<file path="src/rtl/axi4_stream_pkt_builder_if.sv">
// AXI4-Stream channel bundle shared by the packet builder and its consumers.
interface axi4_stream_if #(
  parameter int TDATA_WIDTH = 32,
  parameter int TUSER_WIDTH = 1,
  parameter int TDEST_WIDTH = 1,
  parameter int TID_WIDTH   = 1
);
  logic                     tvalid;
  logic                     tready;
  logic [TDATA_WIDTH-1:0]   tdata;
  logic [TDATA_WIDTH/8-1:0] tstrb;
  logic [TDATA_WIDTH/8-1:0] tkeep;
  logic                     tlast;
  logic [TUSER_WIDTH-1:0]   tuser;
  logic [TDEST_WIDTH-1:0]   tdest;
  logic [TID_WIDTH-1:0]     tid;

  modport master (output tvalid, tdata, tstrb, tkeep, tlast, tuser, tdest, tid,
                  input  tready);
  modport slave  (input  tvalid, tdata, tstrb, tkeep, tlast, tuser, tdest, tid,
                  output tready);
endinterface

</file>
<file path="src/rtl/axi4_stream_pkt_builder.sv">
// Turns a length command plus words read from a 1-cycle-latency FIFO into one
// AXI4-Stream packet, through a 2-entry skid buffer for full-rate streaming.
module axi4_stream_pkt_builder #(
  parameter int TDATA_WIDTH = 32,
  parameter int TUSER_WIDTH = 1,
  parameter int TDEST_WIDTH = 1,
  parameter int TID_WIDTH   = 1,
  parameter int MAX_PKT_LEN = 256,
  parameter int LEN_WIDTH   = $clog2(MAX_PKT_LEN) + 1
) (
  input  logic                   clk_i,
  input  logic                   rst_i,
  input  logic                   cmd_valid_i,
  output logic                   cmd_ready_o,
  input  logic [LEN_WIDTH-1:0]   cmd_len_i,
  input  logic [TDEST_WIDTH-1:0] cmd_tdest_i,
  input  logic [TID_WIDTH-1:0]   cmd_tid_i,
  output logic                   fifo_rd_o,
  input  logic [TDATA_WIDTH-1:0] fifo_data_i,
  input  logic                   fifo_empty_i,
  output logic                   busy_o,
  axi4_stream_if.master          pkt_o
);

  typedef enum logic {IDLE, RUN} state_e;

  state_e                 state_q, state_d;
  logic [LEN_WIDTH-1:0]   len_q, len_d;
  logic [LEN_WIDTH-1:0]   rd_rem_q, rd_rem_d;
  logic [LEN_WIDTH-1:0]   out_rem_q, out_rem_d;
  logic [TDEST_WIDTH-1:0] tdest_q, tdest_d;
  logic [TID_WIDTH-1:0]   tid_q, tid_d;

  logic [TDATA_WIDTH-1:0] buf_q [2];
  logic                   wr_ptr_q, rd_ptr_q;
  logic [1:0]             count_q;
  logic                   rd_pend_q;

  logic                   out_valid, pop, fifo_rd;
  logic [1:0]             occ_after_pop;
  logic [LEN_WIDTH-1:0]   len_clamped;

  assign out_valid   = (count_q != 2'd0);
  assign pop         = out_valid && pkt_o.tready;
  assign len_clamped = (cmd_len_i > LEN_WIDTH'(MAX_PKT_LEN)) ? LEN_WIDTH'(MAX_PKT_LEN) : cmd_len_i;

  // Credit the slot freed by this cycle's pop so back-to-back beats keep flowing.
  assign occ_after_pop = count_q - 2'(pop) + 2'(rd_pend_q);
  assign fifo_rd       = (state_q == RUN) && !fifo_empty_i && (rd_rem_q != '0) &&
                         (occ_after_pop < 2'd2);

  always_comb begin
    // NOTE: every next-state signal gets its default first so no latch is inferred.
    state_d   = state_q;
    len_d     = len_q;
    rd_rem_d  = rd_rem_q;
    out_rem_d = out_rem_q;
    tdest_d   = tdest_q;
    tid_d     = tid_q;
    unique case (state_q)
      IDLE: begin
        if (cmd_valid_i && cmd_len_i != '0) begin
          state_d   = RUN;
          len_d     = len_clamped;
          rd_rem_d  = len_clamped;
          out_rem_d = len_clamped;
          tdest_d   = cmd_tdest_i;
          tid_d     = cmd_tid_i;
        end
      end
      RUN: begin
        if (fifo_rd) rd_rem_d = rd_rem_q - 1'b1;
        if (pop) begin
          out_rem_d = out_rem_q - 1'b1;
          if (out_rem_q == LEN_WIDTH'(1)) state_d = IDLE;
        end
      end
    endcase
  end

  // NOTE: sequential state is updated with <= only; combinational blocks use =.
  always_ff @(posedge clk_i or negedge rst_i) begin
    if (!rst_i) begin
      state_q   <= IDLE;
      len_q     <= '0;
      rd_rem_q  <= '0;
      out_rem_q <= '0;
      tdest_q   <= '0;
      tid_q     <= '0;
      wr_ptr_q  <= 1'b0;
      rd_ptr_q  <= 1'b0;
      count_q   <= 2'd0;
      rd_pend_q <= 1'b0;
    end else begin
      state_q   <= state_d;
      len_q     <= len_d;
      rd_rem_q  <= rd_rem_d;
      out_rem_q <= out_rem_d;
      tdest_q   <= tdest_d;
      tid_q     <= tid_d;
      rd_pend_q <= fifo_rd;
      if (rd_pend_q) wr_ptr_q <= ~wr_ptr_q;
      if (pop)       rd_ptr_q <= ~rd_ptr_q;
      count_q   <= count_q + 2'(rd_pend_q) - 2'(pop);
    end
  end

  // NOTE: buffer storage is deliberately not reset; validity is tracked by count_q.
  always_ff @(posedge clk_i) begin
    if (rd_pend_q) buf_q[wr_ptr_q] <= fifo_data_i;
  end

  assign cmd_ready_o = (state_q == IDLE);
  assign busy_o      = (state_q == RUN);
  assign fifo_rd_o   = fifo_rd;

  assign pkt_o.tvalid = out_valid;
  assign pkt_o.tdata  = buf_q[rd_ptr_q];
  assign pkt_o.tstrb  = '1;
  assign pkt_o.tkeep  = '1;
  assign pkt_o.tlast  = out_valid && (out_rem_q == LEN_WIDTH'(1));
  assign pkt_o.tuser  = TUSER_WIDTH'(out_valid && (out_rem_q == len_q));
  assign pkt_o.tdest  = tdest_q;
  assign pkt_o.tid    = tid_q;

endmodule

</file>
<file path="src/flat_wrapper.sv">
// flat-port wrapper written by rule: the top's interface ports become plain ports
module axi4_stream_pkt_builder_flat 
#(
  parameter int TDATA_WIDTH = 32,
  parameter int TUSER_WIDTH = 1,
  parameter int TDEST_WIDTH = 1,
  parameter int TID_WIDTH   = 1,
  parameter int MAX_PKT_LEN = 256,
  parameter int LEN_WIDTH   = $clog2(MAX_PKT_LEN) + 1
)
  (clk_i, rst_i, cmd_valid_i, cmd_ready_o, cmd_len_i, cmd_tdest_i, cmd_tid_i, fifo_rd_o, fifo_data_i, fifo_empty_i, busy_o, pkt_o_tvalid, pkt_o_tdata, pkt_o_tstrb, pkt_o_tkeep, pkt_o_tlast, pkt_o_tuser, pkt_o_tdest, pkt_o_tid, pkt_o_tready);
  axi4_stream_if #(.TDATA_WIDTH(TDATA_WIDTH), .TUSER_WIDTH(TUSER_WIDTH), .TDEST_WIDTH(TDEST_WIDTH), .TID_WIDTH(TID_WIDTH)) pkt_o_i ();
  input  logic clk_i;
  input  logic rst_i;
  input  logic cmd_valid_i;
  output logic cmd_ready_o;
  input  logic [LEN_WIDTH-1:0] cmd_len_i;
  input  logic [TDEST_WIDTH-1:0] cmd_tdest_i;
  input  logic [TID_WIDTH-1:0] cmd_tid_i;
  output logic fifo_rd_o;
  input  logic [TDATA_WIDTH-1:0] fifo_data_i;
  input  logic fifo_empty_i;
  output logic busy_o;
  output wire logic [$bits(pkt_o_i.tvalid)-1:0] pkt_o_tvalid;
  output wire logic [$bits(pkt_o_i.tdata)-1:0] pkt_o_tdata;
  output wire logic [$bits(pkt_o_i.tstrb)-1:0] pkt_o_tstrb;
  output wire logic [$bits(pkt_o_i.tkeep)-1:0] pkt_o_tkeep;
  output wire logic [$bits(pkt_o_i.tlast)-1:0] pkt_o_tlast;
  output wire logic [$bits(pkt_o_i.tuser)-1:0] pkt_o_tuser;
  output wire logic [$bits(pkt_o_i.tdest)-1:0] pkt_o_tdest;
  output wire logic [$bits(pkt_o_i.tid)-1:0] pkt_o_tid;
  input wire logic [$bits(pkt_o_i.tready)-1:0] pkt_o_tready;
  assign pkt_o_tvalid = pkt_o_i.tvalid;
  assign pkt_o_tdata = pkt_o_i.tdata;
  assign pkt_o_tstrb = pkt_o_i.tstrb;
  assign pkt_o_tkeep = pkt_o_i.tkeep;
  assign pkt_o_tlast = pkt_o_i.tlast;
  assign pkt_o_tuser = pkt_o_i.tuser;
  assign pkt_o_tdest = pkt_o_i.tdest;
  assign pkt_o_tid = pkt_o_i.tid;
  assign pkt_o_i.tready = pkt_o_tready;
  axi4_stream_pkt_builder #(.TDATA_WIDTH(TDATA_WIDTH), .TUSER_WIDTH(TUSER_WIDTH), .TDEST_WIDTH(TDEST_WIDTH), .TID_WIDTH(TID_WIDTH), .MAX_PKT_LEN(MAX_PKT_LEN), .LEN_WIDTH(LEN_WIDTH)) u_core (.clk_i(clk_i), .rst_i(rst_i), .cmd_valid_i(cmd_valid_i), .cmd_ready_o(cmd_ready_o), .cmd_len_i(cmd_len_i), .cmd_tdest_i(cmd_tdest_i), .cmd_tid_i(cmd_tid_i), .fifo_rd_o(fifo_rd_o), .fifo_data_i(fifo_data_i), .fifo_empty_i(fifo_empty_i), .busy_o(busy_o), .pkt_o(pkt_o_i));
endmodule
</file>
<file path="config.mk">
export PLATFORM = sky130hd
export DESIGN_NAME = axi4_stream_pkt_builder_flat
export DESIGN_NICKNAME = d
export VERILOG_FILES = /design/src/rtl/axi4_stream_pkt_builder_if.sv /design/src/rtl/axi4_stream_pkt_builder.sv /design/src/flat_wrapper.sv
export SDC_FILE = /design/constraint.sdc
export NUM_CORES = 1
export LEC_CHECK = 0
export ABC_CLOCK_PERIOD_IN_PS = 2100
export BUFFER_PORTS_ARGS = -buffer_cell sky130_fd_sc_hd__clkbuf_2
export CORE_MARGIN = 1
export CORE_UTILIZATION = 49
export CTS_CLUSTER_DIAMETER = 40
export CTS_CLUSTER_SIZE = 40
export DETAILED_ROUTE_END_ITERATION = 10
export PLACE_DENSITY_LB_ADDON = 0.12
export SLEW_MARGIN = 30
export SYNTH_ARGS = -nofsm -noshare
export SYNTH_HDL_FRONTEND = slang
export SYNTH_SLANG_ARGS = --single-unit
</file>
<file path="constraint.sdc">
create_clock -name clk_i -period 2.1 [get_ports clk_i]
set_input_delay 0.21 -clock clk_i [delete_from_list [all_inputs] [get_ports clk_i]]
set_output_delay 0.21 -clock clk_i [all_outputs]
set_load 0.05 [all_outputs]
</file>
==> flow_summary.yaml <==
power_and_ir_drop:
  leakage_nw: 2.21
  ir_drop_mv: 0.609
  p_per_area_nw_per_um2: 1410
  finalPower_mw: 7.71
sta:
  finalSetupTns_ns: -0.0627
  fin_crit_ns: 2.16
  maxSlewHeadroom: 0.444
  rsz0062_at_grt: "yes"
  final.setup.worst_slack_ns: -0.0627
  clock_skew_ns: 0.0108
  whs_ns: 0.0222
  slew_violations: 0
  worst_pin_slew_ns: 0.833
  fmax_mhz: 462
  hold_viol_final: 0
  fin_crit_sh: 1.03
  setup_violations: 1
placement:
  dpl.hpwl_mm: 6.28
  io_buffers: 87
  dp_cells: 528
  place.gp.congestion: 0.864
  dpl_worst_slack_ns: 0.0131
floorplan:
  chipWidth_um: 97.9
  die_h_um: 97.9
  die_area_sq_um: 9590
  start_util: 0.512
  fp-row-count: 34
  core-area_sq_um: 8810
  io_pins: 96
critical_path:
  critical_path_required_ns: 1.89
  cp-end-kind: "primary output"
  arrival_ns: 1.95
  critPathMostFrequentCell: "nor2_4"
  worstPathCellList: "or2b_1 -> o21ai_2 -> ha_2 -> buf_6 -> a2111oi_4 -> nor2_4 -> nor2_4 -> buf_12"
  crit_family: "flip-flops"
  slowest_delay_ns: 0.40
  cpMaxStageDelayCell: "dfrtp_1"
  crit_path_max_fanout: 3
  rr_worst_depth: 9
  critPathKind: "reg2out"
  setup.worst_path.start_class: "register"
  critical_path_buf_inv_count: 2
  cp_num_cells: 8
  r2r_setup_slack_ns: 0.08
grt:
  top_usage_layer: "met2"
  grtUsageMet2: 0.327
  antenna_found_initial: 0
  met3_usage: 0.0344
  overflow: 0
  track_usage: 0.204
  grt_max_degree: 36
  grt_pass1_wl_mm: 14.9
  met1_usage: 0.276
  grt_pass1_vias: 2981
synthesis:
  avgSynthCellArea_sq_um: 13.6
  synth-async-reset-ratio: 0.354
  syn_inst: 331
  yosys-top-cells-area: "edfxtp_1, dfrtp_1, mux2_2"
  ys_seq_area_frac: 0.621
  ys_seq_elements: 99
  yosys.area.top_type: "edfxtp_1"
  yosys_warnings: 0
  synth-edff-count: 64
  synth.top_cell.area_share: 0.426
  syn_area_sq_um: 4510
  synth-main-ff-cell: "edfxtp_1"
  yosysMostFrequentCell: "edfxtp_1"
  ys_types: 61
  synthTopCellsByCount: "edfxtp_1, dfrtp_1, mux2_2"
finish:
  layout.cells.non_filler: 550
  drive_gt1_frac: 0.412
  synthToLayoutAreaGrowth_pct: 21.4
  diodes: 0
  fillers: 709
  nets: 489
detailed_routing:
  drt-total-wl_mm: 9.29
  antenna_left: 0
  drcViolationCount: 6
  routed_via_density: 5.51
  drtIter0Drc: 212
  routedWlPerCell_um: 16.9
  drtPass1Iterations: 7
  vias: 3033
outcome:
  violations: "design-rule violations, negative setup slack"
  status: "finished, violations left"
cts:
  clock_latency_ns: 0.37
  cts-root-buf: "clkbuf_8"
  clockBufferDepth: 2
  cts.clk_slew.worst_paths_ns: 0.11
  cts_buffers: 9
  htreeDepth: 3
  cts_tree: "built"
  numClockSinks: 99
min_path:
  min_path_cells: 1
  min_path_type: "in2reg"
flow_run:
  drv_cap: 0
-- stage by stage --
step            util  area, sq um
2_1_floorplan      -         4550
3_3_place_gp   0.585         5150
3_5_place_dp   0.585         5150
4_1_cts        0.617         5440
5_1_grt        0.622         5470
6_report       0.622         5470
-- registers in the layout, summed over array words and instances (netlist names) --
| name | cells |
|---|---|
| u_core.rd_rem_q | 9 |
| u_core.rd_pend_q | 1 |
| u_core.rd_ptr_q | 1 |
| u_core.busy_o | 1 |
| u_core.wr_ptr_q | 1 |
| u_core.pkt_o.tid | 1 |
| u_core.pkt_o.tdest | 1 |
| u_core.len_q | 9 |
| u_core.count_q | 2 |
| u_core.buf_q | 64 |
| u_core.out_rem_q | 9 |
-- worst register-to-register path, cell delays in order, from the launching register on --
cell and delay [ns]:
dfrtp_1 0.40, or2b_1 0.18, o21ai_2 0.06, ha_2 0.19, buf_6 0.12, a2111oi_4 0.28, buf_4 0.17, or2_4 0.13
a21oi_4 0.07, a211o_1 0.31
-- cells in the final DEF (no fill, tap or decap), types with 3 or more instances in the layout --
master / n
buf_4: 20
edfxtp_1: 64
a22oi_1: 4
clkbuf_8: 9
nor4_4: 3
mux2i_1: 5
nor2_1: 14
nand3_1: 8
dfrtp_1: 35
a21oi_1: 6
a211o_1: 3
o21ai_1: 3
a222oi_1: 3
a22o_1: 6
nand4_1: 3
inv_1: 12
nand2_1: 27
clkbuf_2: 84
ha_1: 3
xnor2_1: 9
conb_1: 8
mux2_2: 33
o21ai_0: 8
nor3_1: 6
-- where the power goes --
part / switching [mW] / total, mW / internal (mW)
registers: 0.326 / 2.95 / 2.62
logic: 2.25 / 3.42 / 1.17
clock network: 0.739 / 1.34 / 0.596
-- cell families after synthesis --
group	synth area share
muxes	0.0960
xor gates and xnor gates	0.0233
and+or+nand+nor	0.104
other	0.000832
DFF	0.621
adders and majority gates	0.0111
buffers and inverters	0.0402
AOI/OAI and AO/OA	0.104
-- cell type report --
type,count,area (sq um),share of cell area
tap,108,135,0.0247
sequential,99,2800,0.511
multi-input combinational,204,1620,0.296
inverter,13,48.8,0.00891
timing repair buffer,110,647,0.118
clock inverter,7,103,0.0187
clock buffer,9,124,0.0226
-- metal layers --
| layer | vias to the layer above | wire length, um |
|---|---|---|
| met2 | 92 | 4580 |
| met1 | 1480 | 4160 |
| met4 | 0 | 114 |
| li1 | 1453 | - |
| met3 | 8 | 435 |
| met5 | - | 0 |
-- path summary, 6_finish.rpt --
check                                                   from                        endpoint
worst max-delay path             u_core.count_q[0]$_DFF_PN0_                       fifo_rd_o
worst min-delay path                         fifo_data_i[15]   u_core.buf_q[1][15]$_DFFE_PP_
worst max register to register   u_core.count_q[0]$_DFF_PN0_  u_core.rd_rem_q[2]$_DFFE_PN0P_
worst min register to register  u_core.pkt_o.tid$_DFFE_PN0P_    u_core.pkt_o.tid$_DFFE_PN0P_
max in group asynchronous                              rst_i     u_core.wr_ptr_q$_DFFE_PN0P_
min in group asynchronous                              rst_i     u_core.len_q[3]$_DFFE_PN0P_
-- what timing repair did --
| item | 4_1_cts | 5_1_grt |
|---|---|---|
| setup buffers | 5 | 1 |
| gates resized for setup | 6 | 7 |
| endpoints found under the hold margin | 35 | 2 |
| setup endpoints to repair | 1 | 7 |
| hold buffers | 1 | 1 |
| pin swaps | 6 | 4 |
(Power assumes the default switching activity.)
